### src/rtl/hazard_fwd_ctrl_pkg.sv
// Shared types and constants for the hazard/forwarding control block.
// Latency: n/a (types only).
// Backpressure: n/a (types only).
//
// Contents:
//   FWD_REG / FWD_WB / FWD_MEM - operand mux3 select codes
//   stall_state_t              - stall-state FSM encoding
//   slot_t / BUBBLE            - one shadow-pipeline slot and its empty value
//   slot_writes()              - "this slot will write register idx" predicate
package hazard_pkg;

  // Register index width carried in a shadow slot; the top-level REG_AW
  // parameter is expected to match it.
  localparam int SLOT_AW = 5;

  localparam logic [1:0] FWD_REG = 2'b00;
  localparam logic [1:0] FWD_WB  = 2'b01;
  localparam logic [1:0] FWD_MEM = 2'b10;

  typedef enum logic [1:0] {
    RUN       = 2'd0,
    LU_STALL  = 2'd1,
    RAW_STALL = 2'd2
  } stall_state_t;

  typedef struct packed {
    logic               valid;
    logic [SLOT_AW-1:0] rs1;
    logic [SLOT_AW-1:0] rs2;
    logic               use1;
    logic               use2;
    logic [SLOT_AW-1:0] rd;
    logic               reg_write;
    logic               mem_read;
  } slot_t;

  localparam slot_t BUBBLE = '0;

  // True when slot s holds a live instruction that will write architectural
  // register idx. x0 never counts, and indices beyond the register file
  // (reduced-register builds) never count either.
  function automatic logic slot_writes(input slot_t s,
                                       input logic [SLOT_AW-1:0] idx,
                                       input int nregs);
    return s.valid && s.reg_write && (s.rd != '0) && (s.rd == idx) &&
           (int'(s.rd) < nregs);
  endfunction

endpackage

### src/rtl/hazard_fwd_ctrl_fwd_sel.sv
// Operand forwarding select for one EX-stage source operand.
// Latency: combinational, zero cycles.
// Backpressure: none; pure function of the current slots.
//
// Ports:
//   src, use_src       - EX-stage source index and its "is read" flag
//   mem_slot, wb_slot  - shadow MEM and WB slots
//   sel                - mux3 select: FWD_MEM beats FWD_WB beats FWD_REG
module fwd_sel_unit
  import hazard_pkg::*;
#(
  parameter int NREGS = 32
) (
  input  logic [SLOT_AW-1:0] src,
  input  logic               use_src,
  input  slot_t              mem_slot,
  input  slot_t              wb_slot,
  output logic [1:0]         sel
);

  logic mem_hit;
  logic wb_hit;

  // A load sitting in MEM has no result on the ALU bus yet, so it is never a
  // forwarding source; the load-use stall keeps a dependent out of EX then.
  assign mem_hit = use_src && slot_writes(mem_slot, src, NREGS) && !mem_slot.mem_read;
  assign wb_hit  = use_src && slot_writes(wb_slot, src, NREGS);

  // MEM is the younger producer, so it wins over WB.
  always_comb begin
    sel = FWD_REG;
    if (mem_hit) begin
      sel = FWD_MEM;
    end else if (wb_hit) begin
      sel = FWD_WB;
    end
  end

  logic unused_fields;
  assign unused_fields = ^{mem_slot.rs1, mem_slot.rs2, mem_slot.use1, mem_slot.use2,
                           wb_slot.rs1, wb_slot.rs2, wb_slot.use1, wb_slot.use2,
                           wb_slot.mem_read};

endmodule

### src/rtl/hazard_fwd_ctrl.sv
// Hazard detection and operand-forwarding control for a 5-stage pipeline.
// Latency: stall/flush/select outputs are combinational from the current
//          shadow slots and ID inputs; the shadow pipeline advances each clk.
// Backpressure: raises stall_if/stall_id (hold PC and IF/ID) and flush_ex
//          (bubble into ID/EX) on a hazard; a redirect flushes IF/ID and
//          ID/EX and always overrides a stall.
//
// Build option: HAZARD_FWD_EN
//   defined   - EX operands forwarded from MEM/WB; only load-use stalls.
//   undefined - no forwarding (selects tied to 00); any RAW dependence on a
//               writer in EX or MEM stalls ID until the writer reaches WB.
//
// Ports:
//   clk, rstn                      - clock, async active-low reset
//   id_valid .. id_mem_read        - decoded ID-stage instruction
//   ex_redirect                    - taken branch/jump resolved in EX
//   fwd_a_sel, fwd_b_sel           - EX operand mux3 selects
//   stall_if, stall_id             - hold PC / hold IF/ID
//   flush_id, flush_ex             - clear IF/ID / bubble into ID/EX
module hazard_fwd_ctrl
  import hazard_pkg::*;
#(
  parameter int REG_AW = 5,
  parameter int NREGS  = 32
) (
  input  logic              clk,
  input  logic              rstn,
  input  logic              id_valid,
  input  logic [REG_AW-1:0] id_rs1,
  input  logic [REG_AW-1:0] id_rs2,
  input  logic              id_use_rs1,
  input  logic              id_use_rs2,
  input  logic [REG_AW-1:0] id_rd,
  input  logic              id_reg_write,
  input  logic              id_mem_read,
  input  logic              ex_redirect,
  output logic [1:0]        fwd_a_sel,
  output logic [1:0]        fwd_b_sel,
  output logic              stall_if,
  output logic              stall_id,
  output logic              flush_id,
  output logic              flush_ex
);

  slot_t        id_slot;
  slot_t        ex_q;
  slot_t        mem_q;
  slot_t        wb_q;
  stall_state_t state;

  logic lu;
  logic hazard;
  logic redirect;

  // ID instruction as it would enter EX. Side-effect flags are qualified
  // with valid so an empty ID slot always looks like a bubble downstream.
  always_comb begin
    id_slot           = BUBBLE;
    id_slot.valid     = id_valid;
    id_slot.rs1       = id_rs1;
    id_slot.rs2       = id_rs2;
    id_slot.use1      = id_use_rs1;
    id_slot.use2      = id_use_rs2;
    id_slot.rd        = id_rd;
    id_slot.reg_write = id_valid & id_reg_write;
    id_slot.mem_read  = id_valid & id_mem_read;
  end

  // Load in EX whose data a used ID source needs next cycle.
  assign lu = ex_q.valid && ex_q.mem_read && (ex_q.rd != '0) && id_valid &&
              ((id_use_rs1 && (id_rs1 == ex_q.rd)) ||
               (id_use_rs2 && (id_rs2 == ex_q.rd)));

`ifdef HAZARD_FWD_EN

  localparam stall_state_t HAZ_STATE = LU_STALL;

  fwd_sel_unit #(.NREGS(NREGS)) u_fwd_a (
    .src      (ex_q.rs1),
    .use_src  (ex_q.use1),
    .mem_slot (mem_q),
    .wb_slot  (wb_q),
    .sel      (fwd_a_sel)
  );

  fwd_sel_unit #(.NREGS(NREGS)) u_fwd_b (
    .src      (ex_q.rs2),
    .use_src  (ex_q.use2),
    .mem_slot (mem_q),
    .wb_slot  (wb_q),
    .sel      (fwd_b_sel)
  );

  assign hazard = lu;

  logic unused_ex;
  assign unused_ex = ex_q.reg_write;

`else

  localparam stall_state_t HAZ_STATE = RAW_STALL;

  logic raw;

  // Without forwarding every used source must wait until its producer has
  // reached WB; the register file is write-first, so WB itself is safe.
  assign raw = id_valid &&
               ((id_use_rs1 && (slot_writes(ex_q,  id_rs1, NREGS) ||
                                slot_writes(mem_q, id_rs1, NREGS))) ||
                (id_use_rs2 && (slot_writes(ex_q,  id_rs2, NREGS) ||
                                slot_writes(mem_q, id_rs2, NREGS))));

  assign fwd_a_sel = FWD_REG;
  assign fwd_b_sel = FWD_REG;

  // A load-use case is always also a RAW case; lu is kept for clarity.
  assign hazard = raw | lu;

  logic unused_slots;
  assign unused_slots = ^{wb_q, ex_q.rs1, ex_q.rs2, ex_q.use1, ex_q.use2,
                          mem_q.rs1, mem_q.rs2, mem_q.use1, mem_q.use2};

`endif

  // Gated with rstn so every control output reads 0 while reset is held,
  // even if the branch unit is still presenting a redirect.
  assign redirect = rstn & ex_redirect;

  // Redirect squashes the ID instruction, so its hazard is moot and the PC
  // must be free to load the target.
  assign stall_if = hazard & ~redirect;
  assign stall_id = hazard & ~redirect;
  assign flush_id = redirect;
  assign flush_ex = redirect | hazard;

  // Shadow pipeline.
  always_ff @(posedge clk or negedge rstn) begin
    if (!rstn) begin
      ex_q  <= BUBBLE;
      mem_q <= BUBBLE;
      wb_q  <= BUBBLE;
    end else begin
      ex_q  <= flush_ex ? BUBBLE : id_slot;
      mem_q <= ex_q;
      wb_q  <= mem_q;
    end
  end

  // Stall-state tracker. A load-use stall lasts exactly one cycle (EX holds
  // a bubble afterwards); a RAW stall lasts until the producer leaves MEM.
  always_ff @(posedge clk or negedge rstn) begin
    if (!rstn) begin
      state <= RUN;
    end else begin
      case (state)
        RUN: begin
          if (hazard && !ex_redirect) state <= HAZ_STATE;
        end
        LU_STALL: begin
          state <= RUN;
        end
        RAW_STALL: begin
          if (!hazard || ex_redirect) state <= RUN;
        end
        default: begin
          state <= RUN;
        end
      endcase
    end
  end

endmodule
### config.mk
export PLATFORM = sky130hd
export DESIGN_NAME = hazard_fwd_ctrl
export DESIGN_NICKNAME = d
export VERILOG_FILES = /design/src/rtl/hazard_fwd_ctrl_pkg.sv /design/src/rtl/hazard_fwd_ctrl_fwd_sel.sv /design/src/rtl/hazard_fwd_ctrl.sv
export SDC_FILE = /design/constraint.sdc
export NUM_CORES = 1
export LEC_CHECK = 0
export BUFFER_PORTS_ARGS = -buffer_cell sky130_fd_sc_hd__buf_2
export CORE_UTILIZATION = 40
export CTS_BUF_LIST = sky130_fd_sc_hd__clkbuf_4 sky130_fd_sc_hd__clkbuf_8 sky130_fd_sc_hd__clkbuf_16
export DETAILED_ROUTE_END_ITERATION = 8
export PLACE_DENSITY = 0.68
export SKIP_LAST_GASP = 1
export SLEW_MARGIN = 20
export SYNTH_ARGS = -nofsm -noshare
export SYNTH_HDL_FRONTEND = slang
export SYNTH_SLANG_ARGS = --single-unit
### constraint.sdc
create_clock -name clk -period 3.5 [get_ports clk]
set_input_delay 0.175 -clock clk [delete_from_list [all_inputs] [get_ports clk]]
set_output_delay 0.175 -clock clk [all_outputs]
set_load 0.005 [all_outputs]
# Word level (Yosys, flattened, before mapping)
# Index checks and enable logic that the tools add are counted.
[totals]
ff_bits = 15
latchBits = 0
ram_bits = 0
mem_bits_ro = 0
in_bits = 23
word_cells = 44
mem_count = 0
[classes]
n_addsub = 0
mul = 0
n_div = 0
magnitude_cmp = 0
eq_ne = 6
n_shift = 0
muxes = 1
n_bitwise = 7
n_reduce_logical = 23
[op_table]
columns = ["cell", "count"]
rows = [
  ["$eq A5 B5 Y1", 6],
  ["$mux W20", 1],
  ["$logic_and A1 B1 Y1", 17],
  ["$reduce_bool A5 Y1", 2],
  ["$and A1 B1 Y1", 4],
  ["$logic_or A1 B1 Y1", 4],
  ["$or A1 B1 Y1", 2],
  ["$not A1 Y1", 1],
]

# Depth between registers and ports, before layout
# Gate-level depths: netlist (run 1).
[depth]
depth_word = 10
ltp_mapped = 6

# Worst setup path before layout (run 1)
# OpenSTA, ideal clock, no wires.
[synth_path]
path_type = "register to output"
start = "register mem_q[2] (netlist bit)"
end = "output port flush_ex"
t_arrival_ns = 1.618
path_slack_ns = 1.707
path_stages_with_launch = 6
n_path_buf = 0
path_cell_list = "dfrtp_1 -> or3_1 -> o311a_1 -> and2_4 -> a221oi_2 -> inv_1"
[synth_between]
elab_chain_len = 9
[synth_lines]
columns = ["item", "line_no", "rtl"]
rows = [
  ["from (decl)", "hazard_fwd_ctrl.sv:47", "slot_t mem_q;"],
  ["from (signal assigned)", "hazard_fwd_ctrl.sv:144", "mem_q <= ex_q;"],
  ["$reduce_bool A5 Y1", "hazard_fwd_ctrl_pkg.sv:45", "return s.valid && s.reg_write && (s.rd != '0) && (s.rd == idx) &&"],
  ["$logic_and A1 B1 Y1 (2 in a row)", "hazard_fwd_ctrl_pkg.sv:45", ""],
  ["$logic_or A1 B1 Y1 (on tied branches)", "hazard_fwd_ctrl.sv:108, hazard_fwd_ctrl.sv:110", ""],
  ["$logic_and A1 B1 Y1 (on tied branches)", "hazard_fwd_ctrl.sv:108, hazard_fwd_ctrl.sv:110", ""],
  ["$logic_or A1 B1 Y1 *", "hazard_fwd_ctrl.sv:109", "slot_writes(mem_q, id_rs1, NREGS))) ||"],
  ["$logic_and A1 B1 Y1 *", "hazard_fwd_ctrl.sv:107", "assign raw = id_valid &&"],
  ["$or A1 B1 Y1 *", "hazard_fwd_ctrl.sv:117", "assign hazard = raw | lu;"],
  ["$or A1 B1 Y1 *", "hazard_fwd_ctrl.sv:134", "assign flush_ex = redirect | hazard;"],
  ["to (decl)", "hazard_fwd_ctrl.sv:42", "output logic flush_ex"],
]
# Every way passes the cells marked *; elsewhere a longest branch is shown, timed or not.

# Final worst setup path (run 1)
# Ends and elaborated chain as after synthesis.

==> flow_summary_export.csv, run 1 <==
group,metric,value,unit
synthesis,syn-cell-area,791,um^2
routing,drt_pass1_iterations,4,
grt,grt_pass1_wl,2.28,mm
synthesis,ys_seq_area_share,47.5,%
pwr,intPower,0.261,mW
pwr,seq_power_share,55.6,%
worst_setup_path,worst-path-max-fanout,6,
routing,drc_errors,0,
clock_network,h-tree-depth,1,
clock_network,cts_setup_buffers,0,
finish,syn_to_final_growth,21.8,%
worst_setup_path,r2r_slack,1600,ps
die,std_cell_rows,15,
die,die_h,46.5,um
clock_network,cts_tree,"done",
routing,drt_iter0_drc,13,
timing,fin_skew,7.82,ps
timing,rsz0062_at_grt,"false",
synthesis,synth_seq_cells,15,
grt,antenna_found_initial,0,
synthesis,synth_cell_types,20,
place,port_buffers,26,
pwr,p_leak,0.449,nW
pwr,power.density,363,mW/mm^2
finish,final_util,54.0,%
synthesis,postSynthAreaPerCell,10.7,um^2
timing,finalHoldViolCount,0,
worst_setup_path,crit_required,3320,ps
synthesis,synth_compound_area_share,6.96,%
die,coreArea,0.00178,mm^2
timing,timing.final.crit_period,2300,ps
pwr,ir_drop,0.223,mV
timing,tns,0,ps
finish,antenna_cells,0,
routing,wire_per_inst,10.9,um
worst_hold_path,worstHoldEndpoint,"ex_q[4]$_DFF_PN0_",
synthesis,synthMuxAreaShare,0,%
worst_hold_path,hold_path_depth,2,
die,ios,31,
worst_setup_path,r2r_start,"mem_q[2]$_DFF_PN0_",
timing,max_freq,434,MHz
timing,final.period_utilization,65.8,%
timing,setup_slack,1200,ps
synthesis,synth_area_leader_cell,"dfrtp_1",
place,hpwl,1.18,mm
grt,grt_util_all_layers,16.1,%
synthesis,synth_top_area_share,47.5,%
synthesis,synth_fa_ha_area_share,0,%
clock_network,insertion_delay,270,ps
finish,layout_common_cells,"buf_2 (26), xnor2_1 (20), dfrtp_1 (15), nand2_1 (6), and2_1 (6)",
finish,num-nets-final,127,
worst_setup_path,rr_endpoint,"ex_q[5]$_DFF_PN0_",
grt,grt_max_degree,17,
worst_setup_path,crit_arrival,2130,ps
worst_hold_path,hold_path.class,"in2reg",
worst_setup_path,end_kind,"primary output",
clock_network,cts_inserted_buffers,3,
routing,drtAntennaViolNets,0,
synthesis,synth_area_leaders,"dfrtp_1 (47%), xnor2_1 (22%), and2_1 (4.7%)",
routing,via_count,599,
synthesis,ys_warn_count,0,
die,start_util,44.4,%
grt,gr-total-overflow,0,
clock_network,ctsResizeCount,0,
pwr,swShare,25.4,%
pwr,p_comb_share,17.8,%
finish,layout_commonest_cell,"buf_2",
synthesis,synth_top_family_by_area,"XOR/XNOR gates",
worst_setup_path,worstSetupPathType,"reg2out",
place,gp_congestion,0.937,
clock_network,path_clk_slew,90,ps
clock_network,cts_num_sinks,15,
pwr,switching_power,0.0887,mW
synthesis,netlist_instances,74,
timing,setup_viol,0,
worst_setup_path,r2r_cells,5,
worst_setup_path,start_kind,"flip-flop",
synthesis,synthXorXnorAreaFrac,22.2,%
clock_network,cts_buffer_depth,2,
finish,layout-drive-gt1-share,31.1,%
routing,drt-vias-per-instance,4.68,
place,dp_slack,1510,ps
clock_network,cts_root_buf,"clkbuf_4",
routing,routed_wl,1.39,mm
die,die-area,0.00216,mm^2
grt,grt_pass1_vias,553,
pwr,clkPwrFrac,26.5,%
job,max_cap_violations,0,
worst_hold_path,hold_start,"id_rd[2]",
synthesis,yosys.area_share.simple,17.2,%
run_status,outcome,"completed",
timing,drv_slew,0,
die,die_w,46.5,um
-- through the flow --
stage / power (mW) / cells / cell area [um^2] / hold WS, ps
after floorplan: 0.236 / 77 / 802 / -121
after global placement: 0.259 / 123 / 926 / 88.4
after detailed placement: 0.261 / 123 / 926 / 94.5
after CTS: 0.357 / 128 / 963 / 93.7
after global routing: 0.375 / 128 / 963 / 87.3
final: 0.350 / 128 / 963 / 103
-- per-layer routing --
layer	GRT usage, %	vias to the layer above	routed length, um
li1	-	304	-
met1	19.5	261	644
met2	26.4	32	637
met3	2.35	2	93
met4	10.6	0	17
met5	0	-	0
-- repair_timing --
item,in CTS,in global routing
hold endpoints to repair,15,0
endpoints found under the setup margin,0,0
hold buffers,1,0
-- how the worst max path moves through the flow --
stage	from	end	slack [ps]	depth (start not counted)
detailed placement	mem_q[2]$_DFF_PN0_	flush_ex	1510	6
global route	mem_q[2]$_DFF_PN0_	flush_ex	1030	6
floorplan	mem_q[2]$_DFF_PN0_	flush_ex	1710	5
finish	mem_q[2]$_DFF_PN0_	flush_ex	1200	6
CTS	mem_q[2]$_DFF_PN0_	flush_ex	1180	6
global placement	mem_q[2]$_DFF_PN0_	flush_ex	1530	6
-- worst max-delay path: stages (launching register included) --
cell	delay, ps
dfrtp_1	420
or3_1	390
o311a_1	330
and2_4	170
a221oi_2	360
inv_1	70
buf_2	130
-- cell type report --
type,instances,area [um^2]
fill,175,820
multi-input combinational,55,382
sequential,15,375
timing repair buffer,27,140
tap,25,31.3
clock buffer,3,22.5
inverter,2,7.51
clock inverter,1,5.00
-- power groups by stage --
| stage | combinational, mW | sequential (mW) | clock [mW] |
|---|---|---|---|
| 2_1_floorplan | 0.0404 | 0.196 | 0 |
| 3_3_place_gp | 0.0611 | 0.198 | 0 |
| 3_5_place_dp | 0.0624 | 0.199 | 0 |
| 4_1_cts | 0.0635 | 0.195 | 0.0983 |
| 5_1_grt | 0.0696 | 0.197 | 0.108 |
| 6_report | 0.0625 | 0.195 | 0.0928 |
-- Yosys cell counts --
master,number
xnor2_1,20
buf_4,5
a221oi_2,1
o22ai_1,2
o21ai_0,1
and2_4,1
and4_1,2
o311a_1,1
a21oi_1,1
conb_1,1
nor3_1,1
nor2_1,2
nand2_1,6
and3_1,1
inv_1,2
nand4_1,4
and2_1,6
or3_1,1
dfrtp_1,15
a22oi_1,1
-- state kept, by name (all words and copies together), names as in the netlist --
signal and count:
mem_q 7, ex_q 8
-- cells by family (layout without fill, tap and decap cells) --
kind of cell / count (synthesis) / after routing
AO/OA/AOI/OAI: 7 / 7
XOR/XNOR: 20 / 20
buffers and inverters: 7 / 33
flip-flops: 15 / 15
other: 1 / 4
AND/OR/NAND/NOR: 24 / 24
(Power assumes the default switching activity.)
==> run 2, diff against run 1 <==
clock period = 2.4 ns   (was 3.5 ns; I/O delays follow)
==> flow_summary_export.csv, run 2 (synthesis gave the netlist of run 1 again) <==
group,metric,value,unit
grt,gr-total-overflow,0,
pwr,p_leak,0.450,nW
worst_setup_path,start_kind,"flip-flop",
finish,antenna_cells,0,
pwr,swShare,24.1,%
finish,largest_reg_flops,8,
die,std_cell_rows,15,
die,ios,31,
finish,multi_input_area,382,um^2
worst_setup_path,crit_arrival,2120,ps
finish,layout_commonest_cell,"buf_2",
clock_network,cts_buffer_depth,2,
finish,fillers,171,
pwr,ir_drop,0.364,mV
clock_network,ctsResizeCount,0,
pwr,switching_power,0.125,mW
job,max_cap_violations,0,
routing,drt-vias-per-instance,4.68,
die,start_util,44.4,%
grt,grt_pass1_wl,2.08,mm
pwr,p_comb_share,17.4,%
routing,wire_per_inst,10.9,um
clock_network,cts_setup_buffers,0,
grt,grt_pass1_vias,520,
timing,tns,0,ps
die,coreArea,0.00178,mm^2
worst_setup_path,crit_required,2280,ps
grt,antenna_found_initial,0,
finish,layout-drive-gt1-share,31.1,%
pwr,seq_power_share,54.6,%
finish,num-nets-final,127,
grt,grt_util_all_layers,14.7,%
finish,reg_top3,"ex_q: 8 flops, mem_q: 7 flops",
run_status,outcome,"completed",
finish,ff_latch_area,375,um^2
clock_network,cts_root_buf,"clkbuf_4",
pwr,intPower,0.395,mW
clock_network,path_clk_slew,80,ps
clock_network,insertion_delay,270,ps
timing,max_freq,447,MHz
place,port_buffers,26,
timing,fin_skew,1.79,ps
clock_network,cts_inserted_buffers,3,
pwr,power.density,539,mW/mm^2
worst_setup_path,end_kind,"primary output",
timing,setup_slack,164,ps
clock_network,hold_buffers,1,
routing,drt_iter0_drc,5,
timing,setup_viol,0,
place,gp_congestion,0.949,
die,die-area,0.00216,mm^2
timing,drv_slew,0,
die,die_w,46.5,um
timing,final.period_utilization,93.2,%
place,hpwl,1.20,mm
pwr,clkPwrFrac,28.0,%
routing,drtAntennaViolNets,0,
timing,finalHoldViolCount,0,
clock_network,cts_num_sinks,15,
routing,via_count,599,
die,die_h,46.5,um
pwr,total_power,0.520,mW
grt,grt_max_degree,17,
routing,drt_pass1_iterations,4,
worst_setup_path,worst-path-max-fanout,6,
finish,layout_common_cells,"buf_2 (26), xnor2_1 (20), dfrtp_1 (15), nand2_1 (6), and2_1 (6)",
place,dp_slack,471,ps
timing,timing.final.crit_period,2240,ps
clock_network,h-tree-depth,1,
worst_hold_path,hold_path.class,"in2reg",
finish,syn_to_final_growth,22.2,%
finish,largest_register,"ex_q",
timing,rsz0062_at_grt,"false",
clock_network,cts_tree,"done",
routing,drc_errors,0,
worst_setup_path,worstSetupPathType,"reg2out",
routing,routed_wl,1.39,mm
run 2: changes by cell type in the layout (fill, tap and decap cells not counted):
cell,delta
clkbuf_4,+1
clkinv_2,-1
run 2: critical path: stages, from the launching register on:
cell	delay, ps
dfrtp_1	410
or3_1	380
o311a_1	330
and2_4	170
a221oi_2	360
inv_1	70
buf_2	130
run 2: stage by stage:
stage / hold slack (ps) / util [%] / cell area, um^2 / instances
6_report: 49.8 / 54.2 / 966 / 128
3_3_place_gp: 33.5 / 51.9 / 926 / 123
4_1_cts: 48.9 / 54.2 / 966 / 128
5_1_grt: 39.9 / 54.2 / 966 / 128
3_5_place_dp: 40.9 / 51.9 / 926 / 123
2_1_floorplan: -176 / - / 802 / 77
run 2: routing by layer:
layer	GRT usage (%)	routed length [um]	vias to the layer above	share of wire, %
met5	0	0	-	0
met4	10.6	17	0	1.2
met3	1.18	83	2	6.0
met2	24.7	641	30	46
met1	17.4	652	267	47
li1	-	-	300	-
run 2: cell type report:
class	count	share of cell area (%)
flip-flops and latches	15	38.9
repair buffers	27	14.5
well taps	25	3.24
clock buffers	4	3.11
inverters	2	0.777
multi-input cells	55	39.5
run 2: power by group through the flow:
stage / Combinational, mW / Clock [mW] / Sequential, mW
finish: 0.0908 / 0.145 / 0.284
floorplan: 0.0589 / 0 / 0.285
CTS: 0.0928 / 0.150 / 0.285
detailed placement: 0.0912 / 0 / 0.290
global placement: 0.0889 / 0 / 0.289
global route: 0.101 / 0.163 / 0.287
run 2: final timing paths:
kind | startpoint | end | slack, ps | cells past startpoint
setup / recovery | mem_q[2]$_DFF_PN0_ | flush_ex | 160 | 6
hold / removal | id_rd[4] | ex_q[6]$_DFF_PN0_ | 50 | 2
setup reg to reg | mem_q[2]$_DFF_PN0_ | ex_q[5]$_DFF_PN0_ | 520 | 5
hold reg to reg | ex_q[19]$_DFF_PN0_ | mem_q[19]$_DFF_PN0_ | 370 | 0
max in group asynchronous | rstn | ex_q[3]$_DFF_PN0_ | 1890 | 2
min in group asynchronous | rstn | ex_q[1]$_DFF_PN0_ | 270 | 2
